File: src/rtl/button_press_detect_pkg.sv
// Shared types and helpers for the push-button conditioning block.
package button_pkg;

  typedef enum logic [1:0] {
    IDLE = 2'd0,
    DOWN = 2'd1,
    LONG = 2'd2
  } state_t;

  // Bits needed to hold values 0..n-1, never narrower than one bit.
  function automatic int cnt_w(input int n);
    return (n <= 2) ? 1 : $clog2(n);
  endfunction

endpackage

File: src/rtl/button_press_detect_if.sv
// Button pin in, conditioned level and event strobes out.
interface button_press_detect_if ();
  logic btn;
  logic level;
  logic press;
  logic released;
  logic short_press;
  logic long_press;

  modport master (
    output btn,
    input  level, press, released, short_press, long_press
  );

  modport slave (
    input  btn,
    output level, press, released, short_press, long_press
  );
endinterface

File: src/rtl/button_press_detect_debounce.sv
// Two-flop synchronizer plus stability counter producing a debounced level.
module debounce_filter
  import button_pkg::*;
#(
  parameter int DEBOUNCE_CYCLES = 1_000_000,
  parameter bit ACTIVE_LOW      = 1'b0
) (
  input  logic clk,
  input  logic rst_n,
  input  logic btn,
  output logic level,
  output logic rise,
  output logic fall
);
  localparam int DW = cnt_w(DEBOUNCE_CYCLES + 1);
  localparam logic [DW-1:0] DB_LAST = DW'(DEBOUNCE_CYCLES - 1);

  if (DEBOUNCE_CYCLES < 1) begin : g_bad_debounce
    $error("DEBOUNCE_CYCLES must be at least 1");
  end

  logic          sync_p0;
  logic          sync_p1;
  logic          s;
  logic          toggle;
  logic [DW-1:0] db_cnt;

  // Synchronizer flops idle at the inactive pin level
  always_ff @(posedge clk or negedge rst_n) begin
    if (!rst_n) begin
      sync_p0 <= ACTIVE_LOW;
      sync_p1 <= ACTIVE_LOW;
    end else begin
      sync_p0 <= btn;
      sync_p1 <= sync_p0;
    end
  end

  assign s      = sync_p1 ^ ACTIVE_LOW;
  assign toggle = (s != level) && (db_cnt == DB_LAST);
  assign rise   = toggle && !level;
  assign fall   = toggle && level;

  // Stability counter: any sample matching the current level restarts it
  always_ff @(posedge clk or negedge rst_n) begin
    if (!rst_n) begin
      level  <= 1'b0;
      db_cnt <= '0;
    end else if (s == level) begin
      db_cnt <= '0;
    end else if (toggle) begin
      level  <= ~level;
      db_cnt <= '0;
    end else begin
      db_cnt <= db_cnt + DW'(1);
    end
  end

endmodule

File: src/rtl/button_press_detect.sv
// Debounced button with press/release strobes and short/long press classification.
module button_press_detect
  import button_pkg::*;
#(
  parameter int DEBOUNCE_CYCLES = 1_000_000,
  parameter int LONG_CYCLES     = 100_000_000,
  parameter bit ACTIVE_LOW      = 1'b0
) (
  input  logic                 clk,
  input  logic                 rst_n,
  button_press_detect_if.slave bus
);
  localparam int HW = cnt_w(LONG_CYCLES);
  localparam logic [HW-1:0] HOLD_LAST = HW'(LONG_CYCLES - 1);

  if (LONG_CYCLES < 2) begin : g_bad_long
    $error("LONG_CYCLES must be at least 2");
  end

  logic          level;
  logic          rise;
  logic          fall;
  state_t        state_q;
  state_t        state_d;
  logic [HW-1:0] hold_q;
  logic [HW-1:0] hold_d;
  logic          short_d;
  logic          long_d;
  logic          press_q;
  logic          rel_q;
  logic          short_q;
  logic          long_q;

  debounce_filter #(
    .DEBOUNCE_CYCLES (DEBOUNCE_CYCLES),
    .ACTIVE_LOW      (ACTIVE_LOW)
  ) u_filter (
    .clk   (clk),
    .rst_n (rst_n),
    .btn   (bus.btn),
    .level (level),
    .rise  (rise),
    .fall  (fall)
  );

  // A release always wins over reaching the long threshold on the same edge
  always_comb begin
    state_d = state_q;
    hold_d  = hold_q;
    short_d = 1'b0;
    long_d  = 1'b0;
    case (state_q)
      IDLE: begin
        if (rise) begin
          state_d = DOWN;
          hold_d  = '0;
        end
      end
      DOWN: begin
        if (fall) begin
          state_d = IDLE;
          short_d = 1'b1;
        end else if (hold_q == HOLD_LAST) begin
          state_d = LONG;
          long_d  = 1'b1;
        end else begin
          hold_d = hold_q + HW'(1);
        end
      end
      LONG: begin
        if (fall) state_d = IDLE;
      end
      default: state_d = IDLE;
    endcase
  end

  // Strobe registers and FSM state share the LEVEL update edge
  always_ff @(posedge clk or negedge rst_n) begin
    if (!rst_n) begin
      state_q <= IDLE;
      hold_q  <= '0;
      press_q <= 1'b0;
      rel_q   <= 1'b0;
      short_q <= 1'b0;
      long_q  <= 1'b0;
    end else begin
      state_q <= state_d;
      hold_q  <= hold_d;
      press_q <= rise;
      rel_q   <= fall;
      short_q <= short_d;
      long_q  <= long_d;
    end
  end

  assign bus.level       = level;
  assign bus.press       = press_q;
  assign bus.released    = rel_q;
  assign bus.short_press = short_q;
  assign bus.long_press  = long_q;

endmodule

File: src/flat_wrapper.sv
// flat-port wrapper written by rule: the top's interface ports become plain ports
module button_press_detect_flat import button_pkg::*;
#(
  parameter int DEBOUNCE_CYCLES = 1_000_000,
  parameter int LONG_CYCLES     = 100_000_000,
  parameter bit ACTIVE_LOW      = 1'b0
)
  (clk, rst_n, bus_btn, bus_level, bus_press, bus_released, bus_short_press, bus_long_press);
  button_press_detect_if bus_i ();
  input  logic clk;
  input  logic rst_n;
  input wire logic [$bits(bus_i.btn)-1:0] bus_btn;
  output wire logic [$bits(bus_i.level)-1:0] bus_level;
  output wire logic [$bits(bus_i.press)-1:0] bus_press;
  output wire logic [$bits(bus_i.released)-1:0] bus_released;
  output wire logic [$bits(bus_i.short_press)-1:0] bus_short_press;
  output wire logic [$bits(bus_i.long_press)-1:0] bus_long_press;
  assign bus_i.btn = bus_btn;
  assign bus_level = bus_i.level;
  assign bus_press = bus_i.press;
  assign bus_released = bus_i.released;
  assign bus_short_press = bus_i.short_press;
  assign bus_long_press = bus_i.long_press;
  button_press_detect #(.DEBOUNCE_CYCLES(DEBOUNCE_CYCLES), .LONG_CYCLES(LONG_CYCLES), .ACTIVE_LOW(ACTIVE_LOW)) u_core (.clk(clk), .rst_n(rst_n), .bus(bus_i));
endmodule
File: config.mk
export PLATFORM = sky130hd
export DESIGN_NAME = button_press_detect_flat
export DESIGN_NICKNAME = d
export VERILOG_FILES = /design/src/rtl/button_press_detect_pkg.sv /design/src/rtl/button_press_detect_if.sv /design/src/rtl/button_press_detect_debounce.sv /design/src/rtl/button_press_detect.sv /design/src/flat_wrapper.sv
export SDC_FILE = /design/constraint.sdc
export NUM_CORES = 1
export LEC_CHECK = 0
export ABC_AREA = 0
export BUFFER_PORTS_ARGS = -buffer_cell sky130_fd_sc_hd__buf_4
export CAP_MARGIN = 20
export CORE_ASPECT_RATIO = 1.5
export CORE_MARGIN = 10
export CORE_UTILIZATION = 61
export DETAILED_ROUTE_END_ITERATION = 6
export PLACE_DENSITY_LB_ADDON = 0.25
export REMOVE_ABC_BUFFERS = 1
export SYNTH_ARGS = -nofsm -noshare
export SYNTH_HDL_FRONTEND = slang
export SYNTH_HIERARCHICAL = 1
export SYNTH_SLANG_ARGS = --single-unit
File: constraint.sdc
create_clock -name clk -period 3.05 [get_ports clk]
set_input_delay 0.4575 -clock clk [delete_from_list [all_inputs] [get_ports clk]]
set_output_delay 0.4575 -clock clk [all_outputs]
set_load 0.1 [all_outputs]
* Word level (Yosys, flattened, before mapping)
Index checks and enable logic that the tools add are counted.
Operators by class: bitwise logic cells 2, reduce and logical (&&, ||, !) cells 9, equality and inequality tests 11, add/sub/neg operators 2, mux-type cells 16
Operators with widths (number):
- 2-to-1 mux 27 bit | 3
- one-hot mux 27 bit (2 select lines) | 1
- 2-to-1 mux 20 bit | 2
- adder 27 x 1 -> 27 bit (second input constant) | 1
- == test 27 bit (second input constant) | 1
- adder 20 x 1 -> 20 bit (second input constant) | 1
- == test 20 bit (second input constant) | 1
- 2-to-1 mux 2 bit | 4
- one-hot mux 2 bit (3 select lines) | 1
- 2-to-1 mux 1 bit | 5
- != test 2 x 1 -> 1 bit (second input constant) | 2
- != test 2 bit (second input constant) | 2
- AND reduction 4 bit | 1
- logical AND 1 bit | 3
- != test 3 x 1 -> 1 bit (second input constant) | 1
- AND reduction 3 bit | 1
- == test 2 x 1 -> 1 bit (second input constant) | 1
- == test 2 bit (second input constant) | 1
- zero test 2 bit | 1
- inverter 1 bit | 2
- AND reduction 2 bit | 1
- nonzero test 2 bit | 1
- == test 1 bit | 1
- zero test 1 bit | 1
- != test 1 bit | 1
Word-level totals: input bits 3, flip-flop bits (word level) 56, output and inout port bits 5, word-level logic and storage cells 50

* Logic depth before layout (Yosys ltp)
word-level depth 5, mapped depth 11, mapped depth without buffers 10

* Cells and area by module
Netlist, hierarchy kept.
Modules (own cells, without submodules):
- button_press_detect | sequential area each 825.8 µm², instances 1, area each 1744.2 µm², cells an instance 192
- debounce_filter | sequential area each 575.6 µm², instances 1, area each 1178.6 µm², cells an instance 112

* Worst setup path after synthesis
OpenSTA, ideal clock, no wires.
kind register to register, start point reg u_core.u_filter.level, end point reg u_core.hold_q[11], path slack 0.453 ns, arrival time 2.471 ns, stages on the path, launching flop included 9, clock period less this slack 2.597 ns, path buffers 1, data required time 2.924 ns, cell sequence dfrtp_1 xnor2_1 nor3_1 and2_1 nor2_1 o21a_1 a21oi_2 buf_2 a221o_1
Between the ends: word-level cells in the longest chain between the ends 5, elaborated cells between the ends (all ways) 8
RTL lines:
- start, declared | RTL line button_press_detect_debounce.sv:11 | output logic level,
- start signal, assigned | RTL line button_press_detect_debounce.sv:52 | level <= ~level;
- != test 1 bit | RTL line button_press_detect_debounce.sv:40 | assign toggle = (s != level) && (db_cnt == DB_LAST);
- logical AND 1 bit | RTL line button_press_detect_debounce.sv:40
- logical AND 1 bit (*) | RTL line button_press_detect_debounce.sv:42 | assign fall = toggle && level;
- via u_core.fall | RTL line button_press_detect.sv:22 | logic fall;
- != test 2 bit (no line) (*)
- AND reduction 4 bit (no line) (*)
- end signal, assigned | RTL line button_press_detect.sv:88 | hold_q <= hold_d;
- end, declared | RTL line button_press_detect.sv:25 | logic [HW-1:0] hold_q;
The timed path passes the listed nets; every way through them passes the cells marked *. A chain may end at the register's enable or synchronous reset.

* Final worst setup path
start point reg u_core.u_filter.db_cnt[0], end point reg u_core.hold_q[14]
Between the ends: word-level cells in the longest chain between the ends 5, elaborated cells between the ends (all ways) 7
RTL lines:
- start, declared | RTL line button_press_detect_debounce.sv:26 | logic [DW-1:0] db_cnt;
- start signal, assigned | RTL line button_press_detect_debounce.sv:55 | db_cnt <= db_cnt + DW'(1);
- == test 20 bit | RTL line button_press_detect_debounce.sv:40
- logical AND 1 bit | RTL line button_press_detect_debounce.sv:40
- logical AND 1 bit | RTL line button_press_detect_debounce.sv:42
- via u_core.fall | RTL line button_press_detect.sv:22
- != test 2 bit (no line)
- AND reduction 4 bit (no line)
The timed path passes the listed nets, and every way through them passes these cells.

==> key figures <==
Timing
  – Minimum clock period: 2750 ps
  – Period utilization: roughly nine tenths
  – Final setup violation count: 0
  – Max Clock Freq: 0.364 GHz
  – Count of final hold-check violations: 0
  – Total count of max-transition violations in the final report: 0
  – Setup clock skew after layout: 10.8 ps
  – Transition at the pin with the smallest max-transition slack: roughly 1100 ps
  – Headroom to the max-slew limit: 28.8%

Critical path
  – CP startpoint kind: register
  – Launching point of the worst reg2reg path: u_core/u_filter/db_cnt[0]
  – CP Data Required Time: 3250 ps
  – Setup slack of the most critical reg-to-reg path: 300 ps
  – Critical path fanouts, max: 14
  – Nature of the critical path endpoint: register
  – Critical path class: reg -> reg
  – Cells on worst reg2reg path: 10
  – Signal arrival time at the worst endpoint: 2950 ps
  – Crit path launch: u_core/u_filter/db_cnt[0]
  – Reg-to-reg critical path endpoint: u_core/hold_q[14]

Yosys
  – Number of distinct library cells after synthesis: between 40 and 50
  – Portion of synthesized cell area occupied by the leading cell type: a little under half
  – Syn. warnings: 6
  – Area of the mapped netlist: 2920 um2
  – Post-Synthesis Mean Instance Area: 9.61 um2
  – Post-synthesis sequential area ratio: 47.9%
  – Cell types with the largest area share after synthesis: sky130_fd_sc_hd__dfrtp_1 48%, sky130_fd_sc_hd__xnor2_1 4.2%, sky130_fd_sc_hd__nand3_1 3.3%
  – Yosys reg bits: between 50 and 60
  – Syn Inst Count: 304
  – Yosys top cell by area: sky130_fd_sc_hd__dfrtp_1

Power
  – Power density over cell area: 385 nW/um2
  – Leakage Power: 0.00128 uW
  – Power consumption: 1210 uW
  – Peak ir drop on the vdd network: 0.299 mV

Cells and area
  – Most common cell after layout, fill and taps aside: sky130_fd_sc_hd__dfrtp_1
  – Area occupied by registers: ~1400 um2
  – Area taken by multi-input logic gates: 1430 um2
  – Number of fill cells: slightly below 400
  – Commonest cells after routing, fill and taps aside: 56 x sky130_fd_sc_hd__dfrtp_1, 23 x sky130_fd_sc_hd__nor2_1, 20 x sky130_fd_sc_hd__nand2_1
  – Fraction of layout instances using a drive strength above 1: a little over an eighth
  – Inserted Diodes: 0
  – Net count reported at finish: ~320
  – Area overhead of the layout relative to synthesis: 7.23%
  – Fin area: 3130 um2

Clock tree
  – Root Buffer Master: sky130_fd_sc_hd__clkbuf_8
  – Number of sinks handled by clock tree synthesis: 56
  – Worst skew pair latency: 310 ps
  – H-Tree Depth: 2
  – TritonCTS clock tree: built
  – Register clock-pin slew on the reported worst setup and hold paths: 100 ps
  – Number of buffers between clock root and the deepest sink: 2
  – Num CTS Buffers: 5
  – Count of hold buffers inserted by post-cts repair: 0
  – Postcts setup bufs: 0

Global routing
  – Largest net degree at the start of global routing: 57
  – Number of global-route vias before repair: 2,365
  – Global route total overflow: 0
  – Global-route wire length before repair: ~11,000 um
  – Total GRT Usage: between 10% and 20%
  – Antenna violations before repair: 0

Route
  – Via Count: 2,360
  – Wire length reported by the detailed router: 6110 um
  – DRC marker count from the first detailed-route iteration: 185
  – WL/cell: roughly 16 um
  – Post-DR vias/cell: 6.28
  – DRC violations left: 0
  – Iteration count of the initial detailed-routing pass: 4
  – Number of nets with antenna violations after detailed routing: 0

Die
  – Floorplan Core Area: 4580 um2
  – Width of the chip: 76.5 um
  – Count of standard-cell rows: 30
  – Initial core utilization: 63.8%
  – Die area: approximately 8000 um2
  – Die height: roughly 100 um
  – Boundary pin count: 8

Placed design
  – Final estimated routing congestion in global placement: ~0.84
  – Input/output buffers: 7
  – Placed cell areas: 3030 um2
  – DP Wirelength: 4310 um

Flow run
  – Max_cap viols: 0

Run status
  – Result of the run: finished, final reports clean

Worst hold path
  – Classification of the worst-slack hold path: in -> async
## critical path, cell delays in order, from the launching register on
cell and delay, ps:
sky130_fd_sc_hd__dfrtp_1 410, sky130_fd_sc_hd__ha_1 250, sky130_fd_sc_hd__nand2_1 110, sky130_fd_sc_hd__or4_4 570, sky130_fd_sc_hd__nor3_2 230, sky130_fd_sc_hd__and2_1 230
sky130_fd_sc_hd__nor2_1 80, sky130_fd_sc_hd__o21a_1 140, sky130_fd_sc_hd__buf_4 190, sky130_fd_sc_hd__and3_1 170, sky130_fd_sc_hd__a221o_1 250
## per-stage QoR
stage / instances / utilization [%] / setup WS (ps) / hold WS [ps] / TNS [ps]
3_5_place_dp: 368 / 66.2 / 246 / 343 / 0
3_3_place_gp: 368 / 66.2 / 357 / 336 / 0
5_1_grt: 376 / 68.4 / -3.22 / 224 / -3.22
6_report: 376 / 68.4 / 303 / 179 / 0
4_1_cts: 376 / 68.3 / 230 / 201 / 0
2_1_floorplan: 291 / - / 129 / 162 / 0
## report_power, final
group	internal, uW	switching [uW]
Clock	169	256
Sequential	746	3.90
Combinational	7.17	23.3
Total	923	283
## per-layer routing
metal	vias up	global-route usage, %	wire length, um
met3	10	2.92	192
li1	1153	-	-
met4	0	6.27	124
met5	-	0	0
met1	1150	18.2	2460
met2	47	28.8	3330
## cells by family after synthesis
family | count (synthesis) | share of synthesized area [%]
compound gates | 64 | 14.9
buf+inv | 20 | 3.21
simple gates | 145 | 27.9
flops | 56 | 47.9
mux | 1 | 0.342
fa+ha+maj | 2 | 0.856
xor+xnor | 16 | 4.79
## Yosys cell counts (all sizes together)
cell    instances
a211o           4
a21o            1
a21oi          15
a221o           5
a31oi          11
a41oi           3
and2            2
and3           10
buf             5
clkbuf          8
dfrtp          56
ha              2
inv             7
mux2i           1
nand2          20
nand2b          3
nand3          21
nand3b          1
nand4          13
nor2           33
nor2b           2
nor3           11
nor4           10
nor4b           1
o211a           1
o211ai          3
o21a            3
o21ai          13
o21bai          1
o311ai          1
o31ai           3
or2             2
or3             3
or4            12
or4b            1
xnor2          14
xor2            2
## final cells by class
type	count	area share (%)
inverter	7	0.838
clock inverter	3	0.878
timing repair buffer	13	3.11
multi-input combinational	228	45.7
tap	64	2.55
sequential	56	44.7
clock buffer	5	2.20
## how the worst max path moves through the flow
stage | end | slack, ps
finish | u_core/hold_q[14] | 300
floorplan | u_core/hold_q[24] | 130
global placement | u_core/hold_q[11] | 360
CTS | u_core/hold_q[18] | 230
global route | u_core/hold_q[18] | -3
detailed placement | u_core/hold_q[25] | 250
## registers in the layout, summed over array words and instances (netlist names)
name	flops
u_core/bus.long_press	1
u_core/bus.released	1
u_core/u_filter/db_cnt	20
u_core/hold_q	27
u_core/u_filter/sync_p0	1
u_core/state_q	2
u_core/u_filter/level	1
u_core/bus.press	1
u_core/u_filter/s	1
u_core/bus.short_press	1
## what timing repair did
action / CTS / global route
hold endpoints to repair: 0 / 0
resized for setup: 0 / 1
setup endpoints to repair: 0 / 16
Power figures use the tool's default switching activity.
